--- config.mk ---
export PLATFORM = sky130hd
export DESIGN_NAME = fetch_stage
export DESIGN_NICKNAME = d
export VERILOG_FILES = /design/src/rtl/fetch_stage_pkg.sv /design/src/rtl/fetch_stage_pc_next_sel.sv /design/src/rtl/fetch_stage.sv
export SDC_FILE = /design/constraint.sdc
export NUM_CORES = 1
export LEC_CHECK = 0
export CAP_MARGIN = 20
export CORE_MARGIN = 4
export CORE_UTILIZATION = 25
export CTS_CLUSTER_DIAMETER = 150
export DETAILED_ROUTE_END_ITERATION = 12
export HOLD_SLACK_MARGIN = 0.02
export PLACE_DENSITY_LB_ADDON = 0.15
export SLEW_MARGIN = 0
export SYNTH_ARGS = -nofsm -noshare
export SYNTH_HDL_FRONTEND = slang
export SYNTH_HIERARCHICAL = 1
export SYNTH_SLANG_ARGS = --single-unit
--- constraint.sdc ---
create_clock -name clk -period 6.8 [get_ports clk]
set_input_delay 1.7 -clock clk [delete_from_list [all_inputs] [get_ports clk]]
set_output_delay 1.7 -clock clk [all_outputs]
set_load 0.03 [all_outputs]
--- src/rtl/fetch_stage_pkg.sv ---
// Purpose: shared types for the fetch stage and its consumers (decode, hazard detection).
// Latency: n/a (types and constants only).
// Backpressure: n/a.
// Contents: instruction_s, fd_s (F/D register), fetch_state_e, kNOP, default widths.
package fetch_stage_pkg;

  localparam int FETCH_ADDR_W  = 10;
  localparam int FETCH_INSTR_W = 16;

  typedef struct packed {
    logic [3:0]  opcode;
    logic [11:0] operand;
  } instruction_s;

  typedef struct packed {
    instruction_s            instruction_fd;
    logic [FETCH_ADDR_W-1:0] pc_plus1_fd;
    logic                    valid_fd;
  } fd_s;

  typedef enum logic [1:0] {
    IDLE = 2'd0,
    RUN  = 2'd1,
    HALT = 2'd2
  } fetch_state_e;

  // Non-zero NOP encoding so a squashed slot is distinguishable from word 0.
  localparam instruction_s kNOP = '{opcode: 4'hF, operand: 12'h000};

endpackage

--- src/rtl/fetch_stage_pc_next_sel.sv ---
// Purpose: next-PC priority mux (pc_next_sel) driving the sync instruction-memory address.
// Latency: combinational.
// Backpressure: bubble holds the current PC so the same word is re-read.
// Ports: state, jump_now, jump_pc, bubble, pc (current pc_r) in; next_pc out.
module fetch_stage_pc_next_sel
  import fetch_stage_pkg::*;
#(
  parameter int                ADDR_W   = FETCH_ADDR_W,
  parameter logic [ADDR_W-1:0] RESET_PC = '0
) (
  input  fetch_state_e      state,
  input  logic              jump_now,
  input  logic [ADDR_W-1:0] jump_pc,
  input  logic              bubble,
  input  logic [ADDR_W-1:0] pc,
  output logic [ADDR_W-1:0] next_pc
);

  always_comb begin
    next_pc = pc + 1'b1;  // free-running fetch, wraps naturally
    if (state == IDLE) begin
      next_pc = RESET_PC;
    end else if (jump_now) begin
      // A redirect wins over a stall and is also honoured while halted,
      // so the target is what gets fetched on resume.
      next_pc = jump_pc;
    end else if (state == HALT || bubble) begin
      next_pc = pc;
    end
  end

endmodule

--- src/rtl/fetch_stage.sv ---
// Purpose: instruction fetch with F/D pipeline register, PC ownership and run/halt FSM.
// Latency: 1 cycle from address presentation to F/D capture (sync-read imem).
// Backpressure: bubble_i freezes PC and F/D; jump_now_i squashes F/D for one cycle.
// Ports: clk, reset (async high); start_i/halt_i control; bubble_i, jump_now_i/jump_pc_i
//        from hazard/execute; imem_addr_o/imem_data_i memory; fd_s_o, state_o, fetch_count_o out.
module fetch_stage
  import fetch_stage_pkg::*;
#(
  parameter int                     IMEM_ADDR_W = FETCH_ADDR_W,
  parameter int                     INSTR_W     = FETCH_INSTR_W,
  parameter logic [IMEM_ADDR_W-1:0] RESET_PC    = '0
) (
  input  logic                   clk,
  input  logic                   reset,
  input  logic                   start_i,
  input  logic                   halt_i,
  input  logic                   bubble_i,
  input  logic                   jump_now_i,
  input  logic [IMEM_ADDR_W-1:0] jump_pc_i,
  output logic [IMEM_ADDR_W-1:0] imem_addr_o,
  input  logic [INSTR_W-1:0]     imem_data_i,
  output fd_s                    fd_s_o,
  output fetch_state_e           state_o,
  output logic [31:0]            fetch_count_o
);

  // pc_r is the address whose word is on imem_data_i this cycle.
  logic [IMEM_ADDR_W-1:0] pc_r;
  logic [IMEM_ADDR_W-1:0] next_pc;
  fetch_state_e           state_r;
  fd_s                    fd_r;
  logic [31:0]            count_r;

  fetch_stage_pc_next_sel #(
    .ADDR_W   (IMEM_ADDR_W),
    .RESET_PC (RESET_PC)
  ) u_pc_next_sel (
    .state    (state_r),
    .jump_now (jump_now_i),
    .jump_pc  (jump_pc_i),
    .bubble   (bubble_i),
    .pc       (pc_r),
    .next_pc  (next_pc)
  );

  assign imem_addr_o   = next_pc;
  assign fd_s_o        = fd_r;
  assign state_o       = state_r;
  assign fetch_count_o = count_r;

  // Run/halt control. halt_i has precedence over start_i in every state
  // that reacts to start_i.
  always_ff @(posedge clk or posedge reset) begin
    if (reset) begin
      state_r <= IDLE;
    end else begin
      case (state_r)
        IDLE:    if (start_i) state_r <= halt_i ? HALT : RUN;
        RUN:     if (halt_i) state_r <= HALT;
        HALT:    if (start_i && !halt_i) state_r <= RUN;
        default: state_r <= IDLE;
      endcase
    end
  end

  always_ff @(posedge clk or posedge reset) begin
    if (reset) begin
      pc_r <= RESET_PC;
    end else begin
      pc_r <= next_pc;
    end
  end

  // F/D register and delivered-instruction counter.
  always_ff @(posedge clk or posedge reset) begin
    if (reset) begin
      fd_r    <= '{instruction_fd: kNOP, pc_plus1_fd: '0, valid_fd: 1'b0};
      count_r <= '0;
    end else if (state_r == RUN) begin
      if (jump_now_i) begin
        // Word on imem_data_i is on the wrong path: squash it.
        fd_r.valid_fd       <= 1'b0;
        fd_r.instruction_fd <= kNOP;
      end else if (!bubble_i) begin
        fd_r.instruction_fd <= instruction_s'(imem_data_i);
        fd_r.pc_plus1_fd    <= pc_r + 1'b1;
        fd_r.valid_fd       <= 1'b1;
        count_r             <= count_r + 32'd1;
      end
    end else begin
      // IDLE/HALT drain the pipeline register.
      fd_r.valid_fd       <= 1'b0;
      fd_r.instruction_fd <= kNOP;
    end
  end

endmodule
==> impl_metrics.toml, run 1 <==
[status]
status = "finished clean"

[timing]
slew_headroom_pct = 38.1
rsz0062_at_grt = "false"
maxSlewViolCount = 0
fmax_ghz = 0.166
min_period_over_period_pct = 88.6
hold_violations = 0
final.setup_skew_ps = 6.20
period_needed_ps = 6030
tns_ps = 0
setup_violations = 0
worst_slew_pin_slew_ps = 929

[critical_path]
endpoint_kind = "output port"
cp.required_ps = 5100
worst_setup_path_start_kind = "primary input"
arrival_ps = 4330
critPathMaxFanout = 19
worstSetupPathType = "in2out"

[global_route]
track_usage_pct = 11.7
antenna_found_initial = 0
grt_pass1_vias = 2867
grt.overflow.total = 0
grt_start_max_net_pins = 72
grt_pass1_wl_um = 14900

[die]
dieWidth_um = 126
fp.coreArea_um2 = 13500
die_h_um = 126
rows = 42
die_area_um2 = 15900
io_pins = 103
initial_core_util_pct = 26.0

[power]
clkPwrFrac_pct = 40.1
sw_frac_of_total_pct = 29.6
p_comb_share_pct = 22.2
p_seq_share_pct = 37.6
p_int_mw = 0.967
power_leakage_nw = 2.14
switchingPower_mw = 0.407
ir_drop_uv = 101
p_per_area_nw_per_um2 = 273

[cells_and_area]
drive_gt1_share_pct = 9.70
fin_nets = 463
stdcell_count = 609
diodes = 0
areaGrowthSynthToFinish_pct = 43.8

[logic_synthesis]
yosysTopAreaCellShare_pct = 47.9
yosysWarnings = 6
synth.most_common_cell = "dfrtp_1"
synth_top_area_cell = "dfrtp_1"
synthDistinctLibCells = 42
synth.area.top_cells = "dfrtp_1 48%, xnor2_1 6.0%, xor2_1 5.3%"
synth-edff-count = 0
async_flop_share_pct = 100
syn_area_per_cell_um2 = 10.8
syn_nets = 359
ys.flop_type = "dfrtp_1"
seq_area_frac_synth_pct = 50.9
synthTopCellsByCount = "67 x dfrtp_1, 31 x nor2_1, 24 x xnor2_1"
synth-seq-cells = 71
synthesis.area_um2 = 3500
netlist_instances = 324

[job]
maxCapViolCount = 0

[route]
drc = 0
route.vias.total = 2789
drt-total-wl_um = 8900
routedWlPerCell_um = 14.6
ant_nets = 0
drtIter0Drc = 96
drtPass1Iterations = 4
vias_per_cell = 4.58

[cts]
postCtsSetupBuffers = 0
clkSlewWorstSetupHoldPaths_ps = 60
clock_latency_ps = 340
cts_resized = 0
cts.sinks = 71
cts_root_buffer = "clkbuf_16"
cts_buffers = 9
cts_tree = "yes"
htree_levels = 3
cts_buffer_depth = 2
holdBufCountCts = 0

[place]
place_inst = 593
dp_hpwl_um = 6300
io_buffers = 102
place.gp.congestion = 0.766

[worst_hold_path]
hp-class = "reg2reg"
-- critical path: stages --
cell             delay [ps]
clkdlybuf4s50_1         720
clkinv_1                490
and4_1                  310
a211oi_1                360
clkdlybuf4s50_1         750
-- power groups by stage --
stage | registers [mW] | logic (mW) | clock network, mW
after global placement | 0.526 | 0.310 | 0
after floorplan | 0.583 | 0.111 | 0
after detailed placement | 0.526 | 0.310 | 0
after global routing | 0.526 | 0.329 | 0.582
final | 0.517 | 0.306 | 0.552
after CTS | 0.520 | 0.311 | 0.568
-- metal layers --
| metal | routed length [µm] | vias to the layer above | track usage [%] |
|---|---|---|---|
| met3 | 640 | 16 | 4.02 |
| met1 | 4040 | 1337 | 15.1 |
| met5 | 0 | - | 0 |
| met4 | 219 | 0 | 5.93 |
| li1 | - | 1344 | - |
| met2 | 4000 | 92 | 17.5 |
-- flip-flops by register name, summed over array words and instances (netlist names) --
signal         cells
fetch_count_o     32
pc_r              10
fd_s_o            27
state_o            2
-- placed cells by master (no fill, tap or decap), types with 3 or more instances in the layout --
master	netlist	routed
nand2_1	20	20
nor3_1	15	15
xor2_1	21	21
and4_1	5	5
nor4_1	7	7
nor2_1	31	31
xnor2_1	24	24
and3_1	4	4
inv_1	9	8
clkdlybuf4s50_1	0	101
bufinv_16	0	3
or3_1	3	3
ha_1	3	3
nand4_1	6	6
nand3_1	21	21
dfstp_2	4	4
o21ai_0	10	10
mux2i_1	16	16
mux2_2	3	3
a21oi_1	16	16
clkbuf_16	0	9
dfrtp_1	67	67
-- per-stage QoR --
step	total power [mW]	cell area [µm²]	setup slack [ps]	hold slack, ps	util, %
final	1.37	5030	774	476	37.4
after CTS	1.40	5030	778	478	37.4
after floorplan	0.694	3500	2090	560	-
after global routing	1.44	5030	679	488	37.4
after global placement	0.835	4680	811	466	34.8
after detailed placement	0.836	4680	772	470	34.8
-- cell type report --
type	count	area [µm²]
Multi-Input combinational cell	232	1610
Inverter	10	37.5
Fill cell	1402	8420
Timing Repair Buffer	104	1030
Clock buffer	10	239
Tap cell	176	220
Sequential cell	71	1780
Clock inverter	6	108
-- path summary, 6_finish.rpt --
check | from | to | slack, ps | cells past startpoint
hold reg to reg | fetch_count_o[31] | fetch_count_o[31] | 480 | 1
max in group asynchronous | reset | fetch_count_o[17] | 4240 | 3
setup reg to reg | state_o[1] | fetch_count_o[31] | 4460 | 5
min in group asynchronous | reset | fetch_count_o[28] | 1980 | 3
hold / removal | fetch_count_o[31] | fetch_count_o[31] | 480 | 1
setup / recovery | jump_now_i | imem_addr_o[9] | 770 | 5
-- cell families (layout without fill, tap and decap cells) --
logic type	after synthesis	after routing	synth area share (%)
AOI/OAI and AO/OA	31	31	4.94
muxes	19	19	5.55
adders and majority gates	3	3	1.07
xor gates and xnor gates	45	45	11.3
buffers and inverters	21	130	2.93
and+or+nand+nor	134	134	23.3
DFF	71	71	50.9
Power figures use the tool's default switching activity.
==> inputs of run 2 (changes only) <==
--- a/config.mk
+++ b/config.mk
@@ -11,6 +11,7 @@
 export CTS_CLUSTER_DIAMETER = 150
 export DETAILED_ROUTE_END_ITERATION = 12
 export HOLD_SLACK_MARGIN = 0.02
+export MAX_ROUTING_LAYER = met4
 export PLACE_DENSITY_LB_ADDON = 0.15
 export SLEW_MARGIN = 0
 export SYNTH_ARGS = -nofsm -noshare
==> run 2 against run 1 <==
Critical path depth unchanged. Clock-buffer cell count unchanged. Sequential cell count unchanged. Largest power group unchanged.
==> impl_metrics.toml, run 2 (same netlist as run 1, synthesis figures left out) <==
[timing]
worst_slew_pin_slew_ps = 925
slew_headroom_pct = 38.3
setup_violations = 0
maxSlewViolCount = 0
hold_ws_ps = 476
tns_ps = 0
setup_ws_ps = 782
fmax_ghz = 0.166
period_needed_ps = 6020
hold_violations = 0
min_period_over_period_pct = 88.5
rsz0062_at_grt = "false"
final.setup_skew_ps = 4.96

[cells_and_area]
drive_gt1_share_pct = 9.70
fill_cells = 1402
areaGrowthSynthToFinish_pct = 43.8
fin_nets = 463
layout_commonest_cell = "clkdlybuf4s50_1"
final_cell_mix = "101 x clkdlybuf4s50_1, 67 x dfrtp_1, 31 x nor2_1, 24 x xnor2_1"
diodes = 0
utilization_pct = 37.4
largest_reg_flops = 32
layout.cell_area.non_filler_um2 = 5030

[cts]
clkSlewWorstSetupHoldPaths_ps = 60
cts_buffer_depth = 2
clock_latency_ps = 340
cts.sinks = 71
cts_root_buffer = "clkbuf_16"
htree_levels = 3
cts_resized = 0
cts_buffers = 9
holdBufCountCts = 0
postCtsSetupBuffers = 0
cts_tree = "yes"

[place]
pre_cts_ws_ps = 772
io_buffers = 102
place_area_um2 = 4680
dp_hpwl_um = 6300
place.gp.congestion = 0.776

[power]
p_seq_share_pct = 37.7
ir_drop_uv = 100
p_int_mw = 0.967
p_per_area_nw_per_um2 = 273
switchingPower_mw = 0.405
p_comb_share_pct = 22.2
sw_frac_of_total_pct = 29.5
clkPwrFrac_pct = 40.1
power_leakage_nw = 2.14

[die]
io_pins = 103
die_h_um = 126
dieWidth_um = 126
initial_core_util_pct = 26.0
die_area_um2 = 15900
fp.coreArea_um2 = 13500
rows = 42

[worst_hold_path]
worstHoldPathCells = 1
worstHoldStart = "fetch_count_o[31]"
hold_end = "fetch_count_o[31]"
hp-class = "reg2reg"

[route]
route.vias.total = 2784
drt-total-wl_um = 8910
drtIter0Drc = 105
ant_nets = 0
drtPass1Iterations = 4
routedWlPerCell_um = 14.6
drc = 0
vias_per_cell = 4.57

[critical_path]
max_stage_delay_ps = 750
critPathMaxFanout = 19
rr_worst_depth = 5
r2r_slack_ps = 4460
worst_setup_path_start_kind = "primary input"
arrival_ps = 4320
path_cells = "clkdlybuf4s50_1 -> clkinv_1 -> and4_1 -> a211oi_1 -> clkdlybuf4s50_1"
crit_top_cell = "clkdlybuf4s50_1"
endpoint_kind = "output port"
cp.required_ps = 5100
rr_endpoint = "fetch_count_o[31]"
cpMaxStageDelayCell = "clkdlybuf4s50_1"
r2r_start = "state_o[1]"
worstSetupPathType = "in2out"

[global_route]
grt_pass1_wl_um = 14900
grt_pass1_vias = 2871
antenna_found_initial = 0
track_usage_pct = 12.1
grt.overflow.total = 0
grt_start_max_net_pins = 72

[job]
maxCapViolCount = 0

[status]
status = "finished clean"
run 2: critical path: cells and delay by family:
family,cells,cell delay [ps]
AOI/OAI and AO/OA,1,360
buffers and inverters,3,1950
and+or+nand+nor,1,310
run 2: final cells by class:
cell class	count	area, µm²	share of cell area [%]
tap	176	220	4.38
clock buffer	10	239	4.75
multi-input combinational	232	1610	32.1
inverter	10	37.5	0.746
clock inverter	6	108	2.14
sequential	71	1780	35.4
timing repair buffer	104	1030	20.5
run 2: how the worst max path moves through the flow:
| stage | to | slack (ps) | startpoint |
|---|---|---|---|
| after floorplan | imem_addr_o[1] | 2090 | bubble_i |
| after global placement | imem_addr_o[9] | 810 | jump_now_i |
| after detailed placement | imem_addr_o[9] | 770 | jump_now_i |
| after CTS | imem_addr_o[9] | 780 | jump_now_i |
| after global routing | imem_addr_o[9] | 680 | jump_now_i |
| final | imem_addr_o[9] | 780 | jump_now_i |
run 2: stage by stage:
step,std cells,power [mW]
after floorplan,324,0.694
after global placement,593,0.835
after detailed placement,593,0.836
after CTS,609,1.40
after global routing,609,1.44
final,609,1.37
run 2: per-layer routing:
metal | vias up | GRT usage, % | wire length (µm)
met4 | 0 | 5.93 | 221
met2 | 86 | 17.4 | 3990
li1 | 1342 | - | -
met1 | 1341 | 15.8 | 4250
met5 | - | - | 0
met3 | 15 | 3.01 | 450
run 2: power by group through the flow:
stage	Combinational [mW]	Sequential, mW	Clock [mW]
floorplan	0.111	0.583	0
global placement	0.310	0.526	0
detailed placement	0.310	0.526	0
CTS	0.311	0.520	0.568
global route	0.329	0.526	0.583
finish	0.305	0.517	0.550
